==> src/rtl/vga_timing_if.sv <==
// Raster timing bundle from the VGA timing generator to the draw pipeline.
interface vga_timing_if #(
  parameter int CNT_W = 11
);
  logic [CNT_W-1:0] hcount;
  logic             hsync;
  logic             hblnk;
  logic [CNT_W-1:0] vcount;
  logic             vsync;
  logic             vblnk;
  logic             frame_start;

  modport master (
    output hcount, hsync, hblnk, vcount, vsync, vblnk, frame_start
  );

  modport slave (
    input  hcount, hsync, hblnk, vcount, vsync, vblnk, frame_start
  );
endinterface

==> src/rtl/vga_timing_gen.sv <==
// 1024x768@60 raster timing generator: registered counters, sync/blank strobes
// and a start-of-frame pulse, all aligned to the counter values they describe.
module vga_timing_gen #(
  parameter int HOR_PIXELS     = 1024,
  parameter int HOR_SYNC_START = 1048,
  parameter int HOR_SYNC_STOP  = 1183,
  parameter int HOR_TOTAL      = 1344,
  parameter int VER_PIXELS     = 768,
  parameter int VER_SYNC_START = 771,
  parameter int VER_SYNC_STOP  = 776,
  parameter int VER_TOTAL      = 806,
  parameter int CNT_W          = 11
) (
  input  logic         clk,
  input  logic         rst,
  vga_timing_if.master vga
);

  generate
    if (HOR_SYNC_STOP < HOR_SYNC_START || HOR_SYNC_START >= HOR_TOTAL ||
        HOR_SYNC_STOP >= HOR_TOTAL || HOR_PIXELS >= HOR_TOTAL) begin : g_bad_hor
      $error("vga_timing_gen: horizontal timing parameters out of range");
    end
    if (VER_SYNC_STOP < VER_SYNC_START || VER_SYNC_START >= VER_TOTAL ||
        VER_SYNC_STOP >= VER_TOTAL || VER_PIXELS >= VER_TOTAL) begin : g_bad_ver
      $error("vga_timing_gen: vertical timing parameters out of range");
    end
    if ((64'd1 << CNT_W) < 64'(HOR_TOTAL) || (64'd1 << CNT_W) < 64'(VER_TOTAL)) begin : g_bad_w
      $error("vga_timing_gen: CNT_W too narrow for the raster");
    end
  endgenerate

  localparam logic [CNT_W-1:0] H_LAST  = CNT_W'(HOR_TOTAL - 1);
  localparam logic [CNT_W-1:0] V_LAST  = CNT_W'(VER_TOTAL - 1);
  localparam logic [CNT_W-1:0] H_VIS   = CNT_W'(HOR_PIXELS);
  localparam logic [CNT_W-1:0] V_VIS   = CNT_W'(VER_PIXELS);
  localparam logic [CNT_W-1:0] H_SS    = CNT_W'(HOR_SYNC_START);
  localparam logic [CNT_W-1:0] H_SP    = CNT_W'(HOR_SYNC_STOP);
  localparam logic [CNT_W-1:0] V_SS    = CNT_W'(VER_SYNC_START);
  localparam logic [CNT_W-1:0] V_SP    = CNT_W'(VER_SYNC_STOP);
  localparam logic [CNT_W-1:0] CNT_ONE = CNT_W'(1);

  logic [CNT_W-1:0] hcount_p0, vcount_p0;
  logic [CNT_W-1:0] hcount_nxt, vcount_nxt;
  logic             hsync_p0, hblnk_p0, vsync_p0, vblnk_p0, frame_start_p0;
  logic             hsync_nxt, hblnk_nxt, vsync_nxt, vblnk_nxt, frame_start_nxt;
  logic             h_wrap;

  // Strobes are derived from the next counter values so they land in the
  // same cycle as the counters they describe.
  always_comb begin
    h_wrap          = (hcount_p0 == H_LAST);
    hcount_nxt      = h_wrap ? '0 : hcount_p0 + CNT_ONE;
    vcount_nxt      = vcount_p0;
    frame_start_nxt = 1'b0;
    if (h_wrap) begin
      if (vcount_p0 == V_LAST) begin
        vcount_nxt      = '0;
        frame_start_nxt = 1'b1;
      end else begin
        vcount_nxt = vcount_p0 + CNT_ONE;
      end
    end
    hsync_nxt = (hcount_nxt >= H_SS) && (hcount_nxt <= H_SP);
    hblnk_nxt = (hcount_nxt >= H_VIS);
    vsync_nxt = (vcount_nxt >= V_SS) && (vcount_nxt <= V_SP);
    vblnk_nxt = (vcount_nxt >= V_VIS);
  end

  // Output register stage
  always_ff @(posedge clk or posedge rst) begin
    if (rst) begin
      hcount_p0      <= '0;
      vcount_p0      <= '0;
      hsync_p0       <= 1'b0;
      hblnk_p0       <= 1'b0;
      vsync_p0       <= 1'b0;
      vblnk_p0       <= 1'b0;
      frame_start_p0 <= 1'b0;
    end else begin
      hcount_p0      <= hcount_nxt;
      vcount_p0      <= vcount_nxt;
      hsync_p0       <= hsync_nxt;
      hblnk_p0       <= hblnk_nxt;
      vsync_p0       <= vsync_nxt;
      vblnk_p0       <= vblnk_nxt;
      frame_start_p0 <= frame_start_nxt;
    end
  end

  assign vga.hcount      = hcount_p0;
  assign vga.vcount      = vcount_p0;
  assign vga.hsync       = hsync_p0;
  assign vga.hblnk       = hblnk_p0;
  assign vga.vsync       = vsync_p0;
  assign vga.vblnk       = vblnk_p0;
  assign vga.frame_start = frame_start_p0;

endmodule

==> src/flat_wrapper.sv <==
// flat-port wrapper written by rule: the top's interface ports become plain ports
module vga_timing_gen_flat 
#(
  parameter int HOR_PIXELS     = 1024,
  parameter int HOR_SYNC_START = 1048,
  parameter int HOR_SYNC_STOP  = 1183,
  parameter int HOR_TOTAL      = 1344,
  parameter int VER_PIXELS     = 768,
  parameter int VER_SYNC_START = 771,
  parameter int VER_SYNC_STOP  = 776,
  parameter int VER_TOTAL      = 806,
  parameter int CNT_W          = 11
)
  (clk, rst, vga_hcount, vga_hsync, vga_hblnk, vga_vcount, vga_vsync, vga_vblnk, vga_frame_start);
  vga_timing_if #(.CNT_W(CNT_W)) vga_i ();
  input  logic clk;
  input  logic rst;
  output wire logic [$bits(vga_i.hcount)-1:0] vga_hcount;
  output wire logic [$bits(vga_i.hsync)-1:0] vga_hsync;
  output wire logic [$bits(vga_i.hblnk)-1:0] vga_hblnk;
  output wire logic [$bits(vga_i.vcount)-1:0] vga_vcount;
  output wire logic [$bits(vga_i.vsync)-1:0] vga_vsync;
  output wire logic [$bits(vga_i.vblnk)-1:0] vga_vblnk;
  output wire logic [$bits(vga_i.frame_start)-1:0] vga_frame_start;
  assign vga_hcount = vga_i.hcount;
  assign vga_hsync = vga_i.hsync;
  assign vga_hblnk = vga_i.hblnk;
  assign vga_vcount = vga_i.vcount;
  assign vga_vsync = vga_i.vsync;
  assign vga_vblnk = vga_i.vblnk;
  assign vga_frame_start = vga_i.frame_start;
  vga_timing_gen #(.HOR_PIXELS(HOR_PIXELS), .HOR_SYNC_START(HOR_SYNC_START), .HOR_SYNC_STOP(HOR_SYNC_STOP), .HOR_TOTAL(HOR_TOTAL), .VER_PIXELS(VER_PIXELS), .VER_SYNC_START(VER_SYNC_START), .VER_SYNC_STOP(VER_SYNC_STOP), .VER_TOTAL(VER_TOTAL), .CNT_W(CNT_W)) u_core (.clk(clk), .rst(rst), .vga(vga_i));
endmodule
==> config.mk <==
export PLATFORM = sky130hd
export DESIGN_NAME = vga_timing_gen_flat
export DESIGN_NICKNAME = d
export VERILOG_FILES = /design/src/rtl/vga_timing_if.sv /design/src/rtl/vga_timing_gen.sv /design/src/flat_wrapper.sv
export SDC_FILE = /design/constraint.sdc
export NUM_CORES = 1
export LEC_CHECK = 0
export BUFFER_PORTS_ARGS = -buffer_cell sky130_fd_sc_hd__buf_2
export CORE_MARGIN = 3
export CORE_UTILIZATION = 30
export CTS_CLUSTER_SIZE = 40
export DETAILED_ROUTE_END_ITERATION = 8
export PLACE_DENSITY = 0.57
export SLEW_MARGIN = 15
export SYNTH_ARGS = -nofsm -noshare
export SYNTH_HDL_FRONTEND = slang
export SYNTH_SLANG_ARGS = --single-unit
==> constraint.sdc <==
create_clock -name clk -period 2.8 [get_ports clk]
set_input_delay 0.28 -clock clk [delete_from_list [all_inputs] [get_ports clk]]
set_output_delay 0.28 -clock clk [all_outputs]
set_load 0.03 [all_outputs]
After elaboration in Yosys (flattened, before gate mapping)

Index checks and enable logic that the tools add are counted.

Register bits: 27
Input port bits: 2
Output and inout bits: 27
Logic and storage cells: 24

Add/sub/neg operators: 2
Magnitude comparators: 6
Equal/unequal tests: 2
Muxes and demuxes: 5
Reductions and logical operators: 2

Operators by type and width:

| kind                                                                                   | number |
|---|---|
| 11-bit two-way mux                                                                     | 3 |
| 11-bit by 1-bit adder with 11-bit output (second input constant)                       | 2 |
| 11-bit by 10-bit greater-or-equal comparator with 1-bit output (second input constant) | 2 |
| 11-bit greater-or-equal comparator (second input constant)                             | 2 |
| 11-bit by 10-bit == test with 1-bit output (second input constant)                     | 1 |
| 11-bit == test (second input constant)                                                 | 1 |
| 11-bit by 10-bit less-or-equal comparator with 1-bit output (second input constant)    | 1 |
| 11-bit less-or-equal comparator (second input constant)                                | 1 |
| 1-bit logical AND                                                                      | 2 |
| 1-bit two-way mux                                                                      | 2 |

Logic depth before layout (Yosys ltp)

Depth after elaboration: 5
Mapped depth: 8
Depth with buffers taken out: 8

Least setup slack after synthesis

OpenSTA, ideal clock, no wires.

Path kind: reg2reg
Start point: reg u_core.hcount_p0[6], in the netlist u_core.vga.hcount[6]
End point: reg u_core.vsync_p0, in the netlist u_core.vga.vsync
Library setup time: 0.087 ns
Arrival time: 2.649 ns
Required time: 2.713 ns
Setup slack: 0.064 ns
Cell stages (with the launch flop): 8
Buffers on the path: 1
Period minus slack after synthesis: 2.736 ns
Cells stage by stage: dfrtp_1 buf_6 or4b_4 nor4_4 nand2b_2 o31a_1 or4_1 a211oi_2

Longest elaborated chain between the ends: 4
Elaborated cells on any way between the ends: 5
Classes of those cells: order compare: 2; eq/ne: 1; mux: 1; reduce/logical: 1

Ends and longest elaborated chain:

| what                                                                                                                                          | line                 | source |
|---|---|---|
| from (decl)                                                                                                                                   | vga_timing_gen.sv:43 | `logic [CNT_W-1:0] hcount_p0, vcount_p0;` |
| from (signal assigned)                                                                                                                        | vga_timing_gen.sv:81 | `hcount_p0 <= hcount_nxt;` |
| 11-bit == test (*)                                                                                                                            | vga_timing_gen.sv:52 | `h_wrap = (hcount_p0 == H_LAST);` |
| 11-bit two-way mux (*)                                                                                                                        | vga_timing_gen.sv:56 | `if (h_wrap) begin` |
| 11-bit by 10-bit greater-or-equal comparator with 1-bit output or 11-bit by 10-bit less-or-equal comparator with 1-bit output (tied branches) | vga_timing_gen.sv:66 | `vsync_nxt = (vcount_nxt >= V_SS) && (vcount_nxt <= V_SP);` |
| 1-bit logical AND (*)                                                                                                                         | vga_timing_gen.sv:66 |  |
| named net u_core.vsync_nxt                                                                                                                    | vga_timing_gen.sv:46 | `logic hsync_nxt, hblnk_nxt, vsync_nxt, vblnk_nxt, frame_start_nxt;` |
| to (signal assigned)                                                                                                                          | vga_timing_gen.sv:85 | `vsync_p0 <= vsync_nxt;` |
| to (decl)                                                                                                                                     | vga_timing_gen.sv:45 | `logic hsync_p0, hblnk_p0, vsync_p0, vblnk_p0, frame_start_p0;` |

Mark *: on every way through the listed nets, which the timed path passes. The rest lies on a longest branch.

Worst setup path after layout

Start point: reg u_core.hcount_p0[10], in the netlist u_core.vga.hcount[10]
End point: reg u_core.vsync_p0, in the netlist u_core.vga.vsync

The elaborated chain is that of the path after synthesis.

==> flow_metrics.tcl <==
set metrics [dict create \
    place_congestion 0.8721 \
    cts_setup_buffers 0 \
    layout_common_cells "28 x buf_2, 27 x dfrtp_1, 16 x nand2_1" \
    yosysSeqAreaShare 0.4401 \
    synthDistinctLibCells 40 \
    viasPerCell 4.945 \
    holdCritPathClass "in -> async" \
    crit_required_ns 2.99 \
    dr_total_vias 1340 \
    synth-simple-area-share 0.2812 \
    clk_latency_ns 0.27 \
    cts_buffer_depth 2 \
    finalClockSkew_ns 0.001879 \
    max-vdd-ir-drop_v 0.0001404 \
    row_count 25 \
    cts_made_buffers 3 \
    postSynth.asyncResetShare 1.000 \
    synth_area_sq_um 1535 \
    synth_compound_area_frac 0.1247 \
    die_x_um 77.54 \
    setup_viol 0 \
    yosys.area_share.xor_xnor 0.06846 \
    io_buffers 28 \
    cts_resized 0 \
    totalWireLength_um 3562 \
    cts_tree "yes" \
    dp_hpwl_um 2717 \
    start_util 0.3166 \
    critPathMaxFanout 7 \
    nets 211 \
    dieArea_sq_um 6012 \
    drive_above_1_share 0.2402 \
    drt-initial-drc-count 75 \
    core-area_sq_um 4848 \
    antenna_left 0 \
    cap_violations 0 \
    relSlewSlack 0.7074 \
    cp-start-kind "register" \
    layout_commonest_cell "buf_2" \
    powerDensity_nw_per_um2 334.1 \
    syn_inst 167 \
    tightest_slew_ns 0.4328 \
    grt_pass1_vias 1281 \
    end_kind "register" \
    fin_crit_ns 2.495 \
    crit_arrival_ns 2.68 \
    hold_viol 0 \
    drc 0 \
    synthMuxAreaShare 0.01385 \
    cts_htree_levels 1 \
    layout-area-overhead-vs-synth_pct 20.54 \
    postSynthNetCount 173 \
    grt_max_degree 28 \
    ys.warnings.count 0 \
    antennaDiodeCount 0 \
    root_buffer "clkbuf_8" \
    final_core_util 0.3817 \
    routedWlPerCell_um 13.14 \
    dieHeight_um 77.54 \
    clock_sinks 27 \
    critPathKind "reg -> reg" \
    grt_usage 0.1248 \
    maxSlewViolCount 0 \
    first_pass_iters 4 \
    setup_tns_ns 0 \
    grt_pass1_wl_um 6092 \
    synth_seq_cells 27 \
    clock.fmax_ghz 0.4009 \
    cts.clk_slew.worst_paths_ns 0.09 \
    status "completed" \
    grt_overflow_total 0 \
    ioPinCount 29 \
    rsz0062_at_grt "false" \
    avgSynthCellArea_sq_um 9.193 \
    synth_top_family_by_area "simple AND/OR/NAND/NOR gates" \
    synthAdderAreaFrac 0.03260 \
    period_share 0.8909 \
    synth_edf_count 0 \
    whs_ns 0.05381 \
    p_leak_uw 0.0008972 \
    cts_hold_buffers 0 \
    antenna_found_initial 0 \
    synth_ff_type "dfrtp_1" \
]
[cell families after synthesis]
logic type,Yosys count
adders and majority gates,4
and+or+nand+nor,78
muxes,2
DFF,27
xor gates and xnor gates,12
AOI/OAI and AO/OA,30
buffers and inverters,14
[Yosys cell counts, types with 2 or more instances]
| master | instances | share of area |
|---|---|---|
| nand3_1 | 13 | 0.042 |
| a31oi_1 | 4 | 0.016 |
| xnor2_1 | 7 | 0.040 |
| clkbuf_1 | 3 | 0.0073 |
| nor4_1 | 2 | 0.0081 |
| a21oi_1 | 3 | 0.0098 |
| and2_1 | 3 | 0.012 |
| o21ai_0 | 12 | 0.039 |
| o211ai_1 | 2 | 0.0098 |
| nand4_1 | 6 | 0.024 |
| a211oi_1 | 2 | 0.0098 |
| inv_1 | 10 | 0.024 |
| nor2_1 | 15 | 0.037 |
| nand2_1 | 16 | 0.039 |
| or4_1 | 3 | 0.015 |
| nand2b_1 | 3 | 0.012 |
| or2_2 | 3 | 0.012 |
| nor3_1 | 5 | 0.016 |
| ha_1 | 4 | 0.033 |
| xor2_1 | 5 | 0.029 |
| dfrtp_1 | 27 | 0.44 |
[worst max-delay path, stage by stage, from the launching register on]
cell and delay [ns]:
dfrtp_1 0.44, or4b_4 0.53, nor4_4 0.21, nand2b_2 0.13
o31a_1 0.29, or4_1 0.57, a211oi_2 0.23
[final timing paths]
path	endpoint	slack, ns	startpoint	depth (start not counted)
min	u_core.vga.hblnk$_DFF_PP0_	0.05	rst	3
min in group clk	u_core.vga.vcount[7]$_DFF_PP0_	0.56	u_core.vga.vcount[7]$_DFF_PP0_	1
max reg2reg	u_core.vga.vsync$_DFF_PP0_	0.31	u_core.vga.hcount[10]$_DFF_PP0_	6
max in group asynchronous	u_core.vga.vcount[5]$_DFF_PP0_	2.48	rst	3
max	u_core.vga.vsync$_DFF_PP0_	0.31	u_core.vga.hcount[10]$_DFF_PP0_	6
min reg2reg	u_core.vga.vcount[7]$_DFF_PP0_	0.56	u_core.vga.vcount[7]$_DFF_PP0_	1
[registers in the layout, indices dropped and copies added, names as in the netlist]
| name | flops |
|---|---|
| u_core.vga.vblnk | 1 |
| u_core.vga.vsync | 1 |
| u_core.vga.vcount | 11 |
| u_core.vga.frame_start | 1 |
| u_core.vga.hsync | 1 |
| u_core.vga.hblnk | 1 |
| u_core.vga.hcount | 11 |
[layout make-up]
cell class	count	area [sq um]
clock buffer	3	41.29
clock inverter	1	5.005
fill	517	2998
inverter	10	37.54
multi-input combinational	126	799.5
sequential	27	675.6
tap	67	83.83
timing repair buffer	37	207.7
[stage by stage]
step	worst slack, ns	instances	power (uW)	instance area [sq um]
2_1_floorplan	0.06383	167	403.1	1535
3_3_place_gp	0.3593	267	407.4	1804
3_5_place_dp	0.3676	267	407.5	1804
4_1_cts	0.3240	271	633.4	1851
5_1_grt	0.2124	271	652.4	1851
6_report	0.3055	271	618.2	1851
[report_power, final]
group | leakage, uW | switching (uW) | internal [uW] | total (uW)
registers | 0.000363 | 0 | 390 | 390
logic | 0.000509 | 7.83 | 1.52 | 9.35
clock network | 0.0000255 | 120 | 99.6 | 219
[per-layer routing]
metal / vias up / part of all wire / track usage
met3: 2 / 0.031 / 0.01740
met4: 0 / 0.0084 / 0.03737
li1: 680 / - / -
met5: - / 0 / 0
met1: 627 / 0.48 / 0.1691
met2: 31 / 0.48 / 0.2064
Note: power is estimated with default switching activity, not from simulation.
